--- src/rtl/multi_ram_bank_pkg.sv ---
// Shared definitions for the banked RAM: controller state encoding and
// the bank-select width derivation.
package multi_ram_bank_pkg;

  typedef enum logic {
    INIT  = 1'b0,
    READY = 1'b1
  } state_t;

  // Bank-select width: ceil(log2(num_banks)), never narrower than one bit.
  function automatic int calc_bank_bit(input int num_banks);
    int b;
    b = 0;
    for (int i = 0; i < 5; i++) begin
      if ((1 << b) < num_banks) b++;
    end
    return (b < 1) ? 1 : b;
  endfunction

endpackage

--- src/rtl/multi_ram_bank_bank_mem.sv ---
// One RAM bank: single write port plus a registered read port that holds
// its value between reads and forwards same-address write data.
module bank_mem #(
  parameter int ADDR_BIT   = 3,
  parameter int DATA_BIT   = 16,
  parameter int MEM_HEIGHT = 8
) (
  input  logic                clk,
  input  logic                rst,
  input  logic                we,
  input  logic [ADDR_BIT-1:0] waddr,
  input  logic [DATA_BIT-1:0] wdata,
  input  logic                re,
  input  logic [ADDR_BIT-1:0] raddr,
  output logic [DATA_BIT-1:0] rdata
);

  logic [DATA_BIT-1:0] mem [MEM_HEIGHT];

  // Storage has no reset; the controller clears it row by row.
  always_ff @(posedge clk) begin
    if (we) mem[waddr] <= wdata;
  end

  always_ff @(posedge clk) begin
    if (rst) begin
      rdata <= '0;
    end else if (re) begin
      rdata <= (we && (waddr == raddr)) ? wdata : mem[raddr];
    end
  end

endmodule

--- src/rtl/multi_ram_bank.sv ---
// Multi-bank RAM with a row-clearing INIT pass after reset, one write and one
// read port (1-cycle read latency, write-first), and out-of-range error pulse.
module multi_ram_bank
  import multi_ram_bank_pkg::*;
#(
  parameter int ADDR_BIT     = 3,
  parameter int DATA_BIT     = 16,
  parameter int MEM_HEIGHT   = 8,
  parameter int NUM_BANKS    = 4,
  localparam int BANK_BIT    = calc_bank_bit(NUM_BANKS)
) (
  input  logic                         clk,
  input  logic                         rst,
  input  logic                         en,
  input  logic                         we,
  input  logic                         re,
  input  logic [BANK_BIT+ADDR_BIT-1:0] addr_w,
  input  logic [DATA_BIT-1:0]          d_w,
  input  logic [BANK_BIT+ADDR_BIT-1:0] addr_r,
  output logic [DATA_BIT-1:0]          d_r,
  output logic                         rd_valid,
  output logic                         busy,
  output logic                         err
);

  localparam logic [ADDR_BIT-1:0] LAST_ROW = ADDR_BIT'(MEM_HEIGHT - 1);
  localparam logic [BANK_BIT:0]   NB       = (BANK_BIT + 1)'(NUM_BANKS);
  localparam logic [ADDR_BIT:0]   MH       = (ADDR_BIT + 1)'(MEM_HEIGHT);

  state_t              state_q, state_d;
  logic [ADDR_BIT-1:0] cnt_q, cnt_d;
  logic                clear;
  logic                ready;

  logic [BANK_BIT-1:0] w_bank, r_bank, rd_bank_q;
  logic [ADDR_BIT-1:0] w_row, r_row;
  logic                w_ok, r_ok;
  logic                wr_acc, rd_acc;

  logic [DATA_BIT-1:0] bank_rdata [NUM_BANKS];

  assign w_bank = addr_w[BANK_BIT+ADDR_BIT-1 -: BANK_BIT];
  assign w_row  = addr_w[ADDR_BIT-1:0];
  assign r_bank = addr_r[BANK_BIT+ADDR_BIT-1 -: BANK_BIT];
  assign r_row  = addr_r[ADDR_BIT-1:0];

  assign w_ok = ({1'b0, w_bank} < NB) && ({1'b0, w_row} < MH);
  assign r_ok = ({1'b0, r_bank} < NB) && ({1'b0, r_row} < MH);

  assign ready  = (state_q == READY);
  assign busy   = ~ready;
  // Reset outranks any request presented on the same edge.
  assign wr_acc = ready & en & we & w_ok & ~rst;
  assign rd_acc = ready & en & re & r_ok & ~rst;

  always_comb begin
    state_d = state_q;
    cnt_d   = cnt_q;
    clear   = 1'b0;
    case (state_q)
      INIT: begin
        clear = 1'b1;
        if (cnt_q == LAST_ROW) begin
          state_d = READY;
          cnt_d   = '0;
        end else begin
          cnt_d = cnt_q + 1'b1;
        end
      end
      READY: begin
      end
    endcase
  end

  always_ff @(posedge clk) begin
    if (rst) begin
      state_q   <= INIT;
      cnt_q     <= '0;
      rd_valid  <= 1'b0;
      err       <= 1'b0;
      rd_bank_q <= '0;
    end else begin
      state_q  <= state_d;
      cnt_q    <= cnt_d;
      rd_valid <= rd_acc;
      err      <= ready & en & ((we & ~w_ok) | (re & ~r_ok));
      if (rd_acc) rd_bank_q <= r_bank;
    end
  end

  for (genvar gi = 0; gi < NUM_BANKS; gi++) begin : g_bank
    localparam logic [BANK_BIT-1:0] IDX = BANK_BIT'(gi);

    logic                b_we;
    logic                b_re;
    logic [ADDR_BIT-1:0] b_waddr;
    logic [DATA_BIT-1:0] b_wdata;

    // During INIT every bank clears the same row at once.
    assign b_we    = (clear & ~rst) | (wr_acc & (w_bank == IDX));
    assign b_waddr = clear ? cnt_q : w_row;
    assign b_wdata = clear ? '0 : d_w;
    assign b_re    = rd_acc & (r_bank == IDX);

    bank_mem #(
      .ADDR_BIT  (ADDR_BIT),
      .DATA_BIT  (DATA_BIT),
      .MEM_HEIGHT(MEM_HEIGHT)
    ) u_bank (
      .clk  (clk),
      .rst  (rst),
      .we   (b_we),
      .waddr(b_waddr),
      .wdata(b_wdata),
      .re   (b_re),
      .raddr(r_row),
      .rdata(bank_rdata[gi])
    );
  end

  // Each bank holds its last read word, so selecting by the last accepted
  // read bank keeps d_r stable when no read is accepted.
  assign d_r = bank_rdata[rd_bank_q];

endmodule

--- config.mk ---
export PLATFORM = sky130hd
export DESIGN_NAME = multi_ram_bank
export DESIGN_NICKNAME = d
export VERILOG_FILES = /design/src/rtl/multi_ram_bank_pkg.sv /design/src/rtl/multi_ram_bank_bank_mem.sv /design/src/rtl/multi_ram_bank.sv
export SDC_FILE = /design/constraint.sdc
export NUM_CORES = 1
export LEC_CHECK = 0
export BUFFER_PORTS_ARGS = -buffer_cell sky130_fd_sc_hd__buf_2
export CAP_MARGIN = 10
export CORE_MARGIN = 3
export CORE_UTILIZATION = 25
export DETAILED_ROUTE_END_ITERATION = 7
export SLEW_MARGIN = 5
export SYNTH_ARGS = -nofsm -noshare
export SYNTH_HDL_FRONTEND = slang
export SYNTH_SLANG_ARGS = --single-unit
--- constraint.sdc ---
create_clock -name clk -period 4.85 [get_ports clk]
set_input_delay 0.7275 -clock clk [delete_from_list [all_inputs] [get_ports clk]]
set_output_delay 0.7275 -clock clk [all_outputs]
set_load 0.005 [all_outputs]
==> impl_metrics.ini, run 1 <==
[worst_setup_path]
worstPathRequired_ps = 4120
crit_type = reg2out
r2r-start = ready
r2r_setup_slack_ps = 1560
reg2reg_to = g_bank[3].u_bank.rdata[11]
crit_fanout = 17
arrival_ps = 2600
crit_path_start_kind = flop
endpoint_kind = output pin
r2r_cells = 6

[clock_tree]
htree_num_levels = 2
cts_hold_buf = 0
cts_resized = 0
cts_setup_buffers = 0
cts.sinks = 583
insertion_delay_ps = 620
clkTransAtPathRegs_ps = 60
cts_tree = built
cts_buffer_depth = 3
cts_root_buf = clkbuf_16
cts_made_buffers = 58

[power_and_ir_drop]
vdd_drop_max_mv = 0.2336
comb_power_share = 0.056
p_sw_frac = 0.2119
p_seq_frac = 0.535
leakage_nw = 8.979
intPower_mw = 8.188
power_switching_mw = 2.202
p_clk_frac = 0.409
pwr_density_cell_mw_per_mm2 = 389.4

[sta]
rsz0062_at_grt = false
slew_headroom = 0.1897
layout_min_cycle_time_ps = 3332
fmax_ghz = 0.3002
fin_tns_setup_ps = 0
fin_skew_ps = 21.68
hold_viol_final = 0
worstMarginPinSlew_ps = 1214
maxSlewViolCount = 0
setup_violations = 0
min_period_over_period = 0.6869

[synthesis]
syn_inst = 1200
synth_xor_xnor_area_share = 0.002120
synth_top_family_by_area = multiplexers
synth_seq_cells = 583
synth_area_mm2 = 0.02301
yosys_warnings = 0
synth_compound_area_frac = 0.04257
synth-simple-area-share = 0.03855
yosysSeqAreaShare = 0.7298
syn_avg_cell_area_um2 = 19.18
syn_nets = 1233
ys.flop_type = edfxtp_1
ys_async_sr_fraction = 0
synth-edff-count = 512
muxShareOfSynthArea = 0.1672
synthDistinctLibCells = 45
yosys.area_share.adder = 0.001087

[placed_design]
dp_hpwl_um = 34140
gp_congestion = 0.8681
dpl.cell_count = 2387
io_buffers = 48

[global_route]
antenna_found_initial = 9
grt_max_degree = 94
first_global_vias = 12110
track_usage = 0.1184
grt_overflow = 0
grt_pass1_wl_um = 83410

[worst_hold_path]
hold_class = reg2reg
holdPathStages = 2
hold-path-endpoint = g_bank[1].u_bank.rdata[13]
min_from = g_bank[1].u_bank.rdata[13]

[final_layout]
finalNonFillerCells = 2507
nNetsFinal = 1309
multi_input_area_mm2 = 0.005793
ff_latch_area_mm2 = 0.01680
synthToLayoutAreaGrowth_pct = 15.92
fin_util = 0.2942
fillCellCount = 8817
final_layout_size_suffix_gt1_frac = 0.2551

[drt]
drt_iter0_drc = 1404
vias_per_cell = 4.750
drcViolationCount = 0
routed_wl_um = 56890
avgRoutedWirePerCell_um = 22.69
drt_pass1_iterations = 5
ant_nets = 0
via_count = 11910

[die]
start_util = 0.2537
die_h_um = 309.4
die-area_mm2 = 0.09573
die_w_um = 309.4
pin_count = 50
rows = 110
core-area_mm2 = 0.09070

[flow_run]
drv_cap = 0

[status]
outcome = complete, no violations
## per-stage QoR
| stage | power (mW) | hold WS (ps) | instance area (um2) | setup WS [ps] |
|---|---|---|---|---|
| finish | 10.39 | 473.7 | 26680 | 1518 |
| floorplan | 6.031 | 434.7 | 23010 | 2296 |
| global placement | 6.238 | 465.2 | 24740 | 1582 |
| CTS | 10.50 | 405.8 | 26550 | 1476 |
| global route | 10.74 | 466.7 | 26670 | 1352 |
| detailed placement | 6.253 | 466.9 | 24740 | 1400 |
## worst max path at each step
stage	startpoint	end	slack, ps	depth (start not counted)
final	rd_bank_q[0]	d_r[10]	1520	2
after global routing	rd_bank_q[0]	d_r[8]	1350	2
after global placement	rst	g_bank[0].u_bank.rdata[2]	1580	6
after CTS	rd_bank_q[0]	d_r[9]	1480	2
after detailed placement	rst	g_bank[0].u_bank.rdata[7]	1400	6
after floorplan	addr_r[0]	g_bank[3].u_bank.rdata[0]	2300	7
## worst max-delay path, stage by stage (launching register included)
cell and delay [ps]:
dfxtp_1 1040, mux4_2 750, buf_2 180
## registers in the layout, indices dropped and copies added, names as in the netlist
name and count:
cnt_q 3, g_bank.u_bank.mem 512, g_bank.u_bank.rdata 64, rd_bank_q 2, rd_valid 1, ready 1
## layer usage
metal / vias to the layer above / GRT usage / part of all wire
met3: 72 / 0.03727 / 0.099
met1: 6256 / 0.1677 / 0.44
li1: 5099 / - / -
met5: - / 0 / 0.00047
met4: 4 / 0.02984 / 0.016
met2: 476 / 0.1767 / 0.45
## power by group through the flow
stage	Clock, mW	Combinational (mW)	Sequential, mW
floorplan	0	0.378	5.65
global placement	0	0.584	5.65
detailed placement	0	0.590	5.66
CTS	4.35	0.591	5.56
global route	4.56	0.623	5.56
finish	4.25	0.584	5.56
## synth_stat cells (2+ instances only)
master	count	share of area
clkinv_1	2	0.00033
nand3b_1	3	0.00098
nor3_1	12	0.0026
o21ai_0	28	0.0061
mux2i_1	56	0.024
a211oi_1	13	0.0042
a311o_1	10	0.0043
buf_2	25	0.0054
inv_1	17	0.0028
a21oi_1	40	0.0087
xnor2_2	3	0.0021
buf_1	14	0.0023
or4_1	4	0.0013
nor2b_1	13	0.0035
dfxtp_1	71	0.062
a221oi_1	15	0.0057
o21ai_1	5	0.0011
buf_6	2	0.00098
nor4_2	6	0.0033
mux2_2	2	0.00098
ha_1	2	0.0011
nor4_4	3	0.0028
nand3_1	17	0.0037
nand2_1	53	0.0086
edfxtp_1	512	0.67
mux4_2	144	0.14
clkbuf_1	39	0.0064
a32o_1	24	0.010
and4b_1	3	0.0013
nor4_1	6	0.0016
nor2_1	42	0.0069
## placed cells by master (no fill, tap or decap), drive strengths merged, types with 13 or more instances in the layout
| cell | instances |
|---|---|
| edfxtp | 512 |
| a221oi | 15 |
| mux2i | 57 |
| inv | 20 |
| buf | 96 |
| o21ai | 33 |
| nor2 | 42 |
| nor4 | 15 |
| mux4 | 144 |
| dfxtp | 71 |
| a211oi | 13 |
| a32o | 24 |
| nand2 | 53 |
| nor2b | 13 |
| clkinv | 17 |
| nand3 | 17 |
| clkbuf | 89 |
| a21oi | 40 |
## kinds of logic after synthesis
group / after synthesis
xor+xnor: 3
flops: 583
buf+inv: 100
other cells: 1
simple gates: 168
compound gates: 140
fa+ha+maj: 2
mux: 203
## cell type report
cell class                 count  share of cell area
multi-input combinational    517              0.2171
clock buffer                  88             0.06172
clock inverter                21            0.006144
inverter                      19            0.002673
timing repair buffer          97             0.02706
tap                         1176             0.05515
sequential                   583              0.6296
antenna                        6           0.0005628
(Power assumes the default switching activity.)
==> run 2: changes to the inputs <==
==> constraint.sdc (replaced) <==
create_clock -name clk -period 3 [get_ports clk]
set_input_delay 0.45 -clock clk [delete_from_list [all_inputs] [get_ports clk]]
set_output_delay 0.45 -clock clk [all_outputs]
set_load 0.005 [all_outputs]
==> run 2 against run 1 <==
Register-to-register slack lost 1200 ps. First-iteration DRC count up 1.4%. Clock skew is 8.6 ps higher. Sequential power grew 62%. Sequential share of layout area decreased by 0.84 points. Combinational power up 67%. Core utilization increased by 0.40 points.
==> impl_metrics.ini, run 2 (synthesis gave the netlist of run 1 again) <==
[status]
outcome = complete, no violations

[drt]
ant_nets = 0
drt_pass1_iterations = 5
routed_wl_um = 58610
drt_iter0_drc = 1423
drcViolationCount = 0
via_count = 12160
vias_per_cell = 4.790
avgRoutedWirePerCell_um = 23.08

[sta]
fin_tns_setup_ps = 0
fin_skew_ps = 30.29
maxSlewViolCount = 0
final.setup.worst_slack_ps = 376.8
holdWs_ps = 221.7
fmax_ghz = 0.3812
min_period_over_period = 0.8744
hold_viol_final = 0
rsz0062_at_grt = false
slew_headroom = 0.4630
layout_min_cycle_time_ps = 2623
setup_violations = 0
worstMarginPinSlew_ps = 804.6

[power_and_ir_drop]
p_sw_frac = 0.2120
p_clk_frac = 0.419
leakage_nw = 9.209
power_switching_mw = 3.634
power_mw = 17.14
comb_power_share = 0.057
intPower_mw = 13.51
pwr_density_cell_mw_per_mm2 = 633.9
vdd_drop_max_mv = 0.3938
p_seq_frac = 0.524

[placed_design]
dpl.cell_count = 2428
io_buffers = 48
post-place-ws_ps = 279.0
dp_hpwl_um = 37500
dpl_cell_area_mm2 = 0.02514
gp_congestion = 0.8917

[clock_tree]
cts.sinks = 583
cts_tree = built
cts_setup_buffers = 0
cts_buffer_depth = 3
cts_root_buf = clkbuf_16
cts_resized = 0
insertion_delay_ps = 620
cts_made_buffers = 56
cts_hold_buf = 0
clkTransAtPathRegs_ps = 60
htree_num_levels = 2

[global_route]
grt_overflow = 0
track_usage = 0.1220
grt_use_met2 = 0.1769
use_met3 = 0.03823
gr-max-usage-layer = met2
first_global_vias = 12060
antenna_found_initial = 11
grt_pass1_wl_um = 85010
grt_max_degree = 66
grt_use_met1 = 0.1766

[worst_setup_path]
endpoint_kind = flop
max_stage_delay_ps = 880
slowest_stage = or4_1
crit_chain = mux2i_4 > xnor2_2 > or4_1 > nor4_1 > a311o_1
worstPathRequired_ps = 3550
crit_type = reg2reg
arrival_ps = 3180
crit_path_start_kind = flop
r2r-start = ready
crit_fanout = 16
r2r_setup_slack_ps = 380
reg2reg_to = g_bank[3].u_bank.rdata[14]
r2r_cells = 5
crit_start = ready

[flow_run]
drv_cap = 0

[worst_hold_path]
min_from = d_w[10]
hold_class = in2reg
holdPathStages = 3
hold-path-endpoint = g_bank[0].u_bank.rdata[10]

[die]
core-area_mm2 = 0.09070
die-area_mm2 = 0.09573
die_w_um = 309.4
start_util = 0.2537
pin_count = 50
rows = 110
die_h_um = 309.4

[final_layout]
fin_util = 0.2981
synthToLayoutAreaGrowth_pct = 17.49
finalNonFillerCells = 2539
nNetsFinal = 1343
multi_input_area_mm2 = 0.005793
fillCellCount = 8735
ff_latch_area_mm2 = 0.01680
final_cell_mix = edfxtp_1, mux4_2, buf_4
final_layout_size_suffix_gt1_frac = 0.2842
final_common_cell = edfxtp_1
top_register = g_bank.u_bank.mem
largest_reg_flops = 512
largest_registers = g_bank.u_bank.mem: 512 flops, g_bank.u_bank.rdata: 64 flops, cnt_q: 3 flops
postLayoutCellArea_mm2 = 0.02704
## run 2: changes by cell type in the layout (fill, tap and decap cells not counted), moves of 2 or more
cell / previous run / this run
clkbuf_4: 3 / 0
buf_16: 3 / 0
clkinv_4: 0 / 2
buf_4: 44 / 78
clkinv_2: 6 / 10
clkinv_1: 11 / 4
clkbuf_1: 21 / 13
bufinv_16: 2 / 6
clkbuf_8: 6 / 8
buf_12: 2 / 9
buf_8: 2 / 0
clkbuf_16: 59 / 57
clkinvlp_4: 1 / 5
## run 2: final cells by class
type / instances / share of cell area
Timing Repair Buffer: 133 / 0.03716
Clock buffer: 78 / 0.05830
Sequential cell: 583 / 0.6212
Antenna cell: 5 / 0.0004627
Clock inverter: 28 / 0.01161
Multi-Input combinational cell: 517 / 0.2142
Inverter: 19 / 0.002638
Tap cell: 1176 / 0.05442
## run 2: power by group through the flow
stage | clock network [mW] | logic [mW] | registers (mW)
2_1_floorplan | 0 | 0.611 | 9.14
3_3_place_gp | 0 | 0.974 | 9.14
3_5_place_dp | 0 | 0.987 | 9.15
4_1_cts | 7.34 | 0.989 | 8.98
5_1_grt | 7.69 | 1.04 | 8.99
6_report | 7.19 | 0.975 | 8.98
## run 2: critical path: cells and delay by family (launching register included)
| kind | cells | cell delay (ps) |
|---|---|---|
| mux | 1 | 390 |
| flops | 1 | 610 |
| simple gates | 2 | 1190 |
| compound gates | 1 | 170 |
| xor+xnor | 1 | 200 |
## run 2: per-layer routing
layer | part of all wire | wire length [um]
met4 | 0.020 | 1176
met5 | 0.00060 | 35
met3 | 0.11 | 6184
met2 | 0.44 | 25540
met1 | 0.44 | 25670
## run 2: how the worst max path moves through the flow
stage | endpoint | slack (ps)
6_report | g_bank[3].u_bank.rdata[14] | 380
5_1_grt | g_bank[3].u_bank.rdata[3] | 210
4_1_cts | g_bank[3].u_bank.rdata[14] | 390
3_5_place_dp | g_bank[1].u_bank.rdata[10] | 280
3_3_place_gp | g_bank[1].u_bank.rdata[10] | 280
2_1_floorplan | g_bank[1].u_bank.mem[1][0] | 580
==> run 3: changes to the inputs <==
--- a/config.mk
+++ b/config.mk
@@ -9,7 +9,9 @@
 export CAP_MARGIN = 10
 export CORE_MARGIN = 3
 export CORE_UTILIZATION = 25
+export CTS_BUF_LIST = sky130_fd_sc_hd__clkbuf_4 sky130_fd_sc_hd__clkbuf_8
 export DETAILED_ROUTE_END_ITERATION = 7
+export GPL_TIMING_DRIVEN = 0
 export SLEW_MARGIN = 5
 export SYNTH_ARGS = -nofsm -noshare
 export SYNTH_HDL_FRONTEND = slang
==> run 3 against run 2 <==
Combinational power grew 4%. Flip-flop and latch count is the same. Sequential share of layout area shrank 0.36 points. Global-route usage grew 0.49 points. Core utilization grew 0.18 points. Wire length grew 4.1%. Fmax shrank 11%. First-iteration DRC count shrank 20%. Sequential power is essentially flat. Critical path type unchanged. Register-to-register slack lost 330 ps. Cell count grew 3.3%.
==> impl_metrics.ini, run 3 (synthesis gave the netlist of run 1 again) <==
[flow_run]
drv_cap = 0

[die]
rows = 110
core-area_mm2 = 0.09070
pin_count = 50
die_h_um = 309.4
die_w_um = 309.4
start_util = 0.2537
die-area_mm2 = 0.09573

[final_layout]
final_layout_size_suffix_gt1_frac = 0.3094
top_register = g_bank.u_bank.mem
largest_registers = g_bank.u_bank.mem: 512 flops, g_bank.u_bank.rdata: 64 flops, cnt_q: 3 flops
multi_input_area_mm2 = 0.005891
ff_latch_area_mm2 = 0.01680
largest_reg_flops = 512
synthToLayoutAreaGrowth_pct = 18.19
nNetsFinal = 1406
final_common_cell = edfxtp_1
fillCellCount = 8776
final_cell_mix = edfxtp_1, mux4_2, clkbuf_8
finalNonFillerCells = 2622

[global_route]
antenna_found_initial = 17
track_usage = 0.1269
first_global_vias = 12580
grt_overflow = 0
grt_pass1_wl_um = 87330
grt_max_degree = 35

[worst_setup_path]
crit_type = reg2reg
endpoint_kind = flop
crit_path_start_kind = flop
crit_fanout = 10
worstPathRequired_ps = 3350
arrival_ps = 3300

[status]
outcome = complete, no violations

[clock_tree]
cts_setup_buffers = 0
cts.sinks = 583
cts_hold_buf = 0
clkTransAtPathRegs_ps = 70
cts_root_buf = clkbuf_8
cts_buffer_depth = 3
insertion_delay_ps = 670
htree_num_levels = 3
cts_made_buffers = 90
cts_tree = built
cts_resized = 7

[placed_design]
dpl.cell_count = 2451
gp_congestion = 0.9185
io_buffers = 43
dp_hpwl_um = 41860
post-place-ws_ps = -438.0

[power_and_ir_drop]
power_mw = 16.42
leakage_nw = 9.149
vdd_drop_max_mv = 0.2620
pwr_density_cell_mw_per_mm2 = 603.6

[sta]
fmax_ghz = 0.3386
setup_violations = 0
fin_skew_ps = 38.14
slew_headroom = 0.1659
worstMarginPinSlew_ps = 1250
min_period_over_period = 0.9846
hold_viol_final = 0
maxSlewViolCount = 0
rsz0062_at_grt = true
final.setup.worst_slack_ps = 46.31
layout_min_cycle_time_ps = 2954

[drt]
drt_pass1_iterations = 5
via_count = 12520
routed_wl_um = 60990
vias_per_cell = 4.776
ant_nets = 0
drt_iter0_drc = 1136
avgRoutedWirePerCell_um = 23.26
drcViolationCount = 0

[worst_hold_path]
hold_class = in2reg
[run 3: changes by cell type in the layout (fill, tap and decap cells not counted), sizes merged]
| cell | change |
|---|---|
| bufinv | -3 |
| inv | -5 |
| clkinv | +18 |
| clkbuf | +77 |
| diode | +6 |
| buf | -7 |
| clkinvlp | -3 |
[run 3: area by class of cell]
type	count	share of cell area
Sequential cell	583	0.6176
Multi-Input combinational cell	517	0.2166
Clock buffer	119	0.05515
Tap cell	1176	0.05410
Timing Repair Buffer	83	0.03133
Buffer	79	0.01293
Clock inverter	35	0.008464
Inverter	19	0.002898
Antenna cell	11	0.001012
[run 3: layer usage]
metal	vias up	share of wire	track usage
met1	6494	0.41	0.1693
met5	-	0.0026	0
met4	8	0.026	0.04465
met3	112	0.11	0.04342
met2	594	0.45	0.1928
li1	5314	-	-
[run 3: power breakdown]
group,total (mW),internal [mW],switching (mW)
sequential,8.98,8.94,0.0441
clock,6.43,3.49,2.94
combinational,1.01,0.384,0.622
total,16.4,12.8,3.60
[run 3: worst max-delay path, stage by stage, from the launching register on]
cell     delay [ps]
dfxtp_1         320
buf_6           130
buf_2           290
buf_1           410
nand2_1         100
o21ai_0         260
nand2_1         320
nor2_2          570
buf_8           230
[run 3: stage by stage]
stage,util,hold slack (ps),area [um2],TNS (ps)
after floorplan,-,434.7,23010,0
after global placement,0.2723,461.1,24700,-201720
after detailed placement,0.2782,467.8,25240,-11500
after CTS,0.2973,73.80,26970,0
after global routing,0.2996,106.5,27180,-182.1
final,0.2999,130.7,27200,0
[run 3: final timing paths]
kind	startpoint	end	slack (ps)	cells after the start
max	ready	g_bank[3].u_bank.mem[1][4]	50	8
max reg2reg	ready	g_bank[3].u_bank.mem[1][4]	50	8
min reg2reg	g_bank[1].u_bank.rdata[10]	g_bank[1].u_bank.rdata[10]	480	2
min	d_w[3]	g_bank[0].u_bank.rdata[3]	130	3
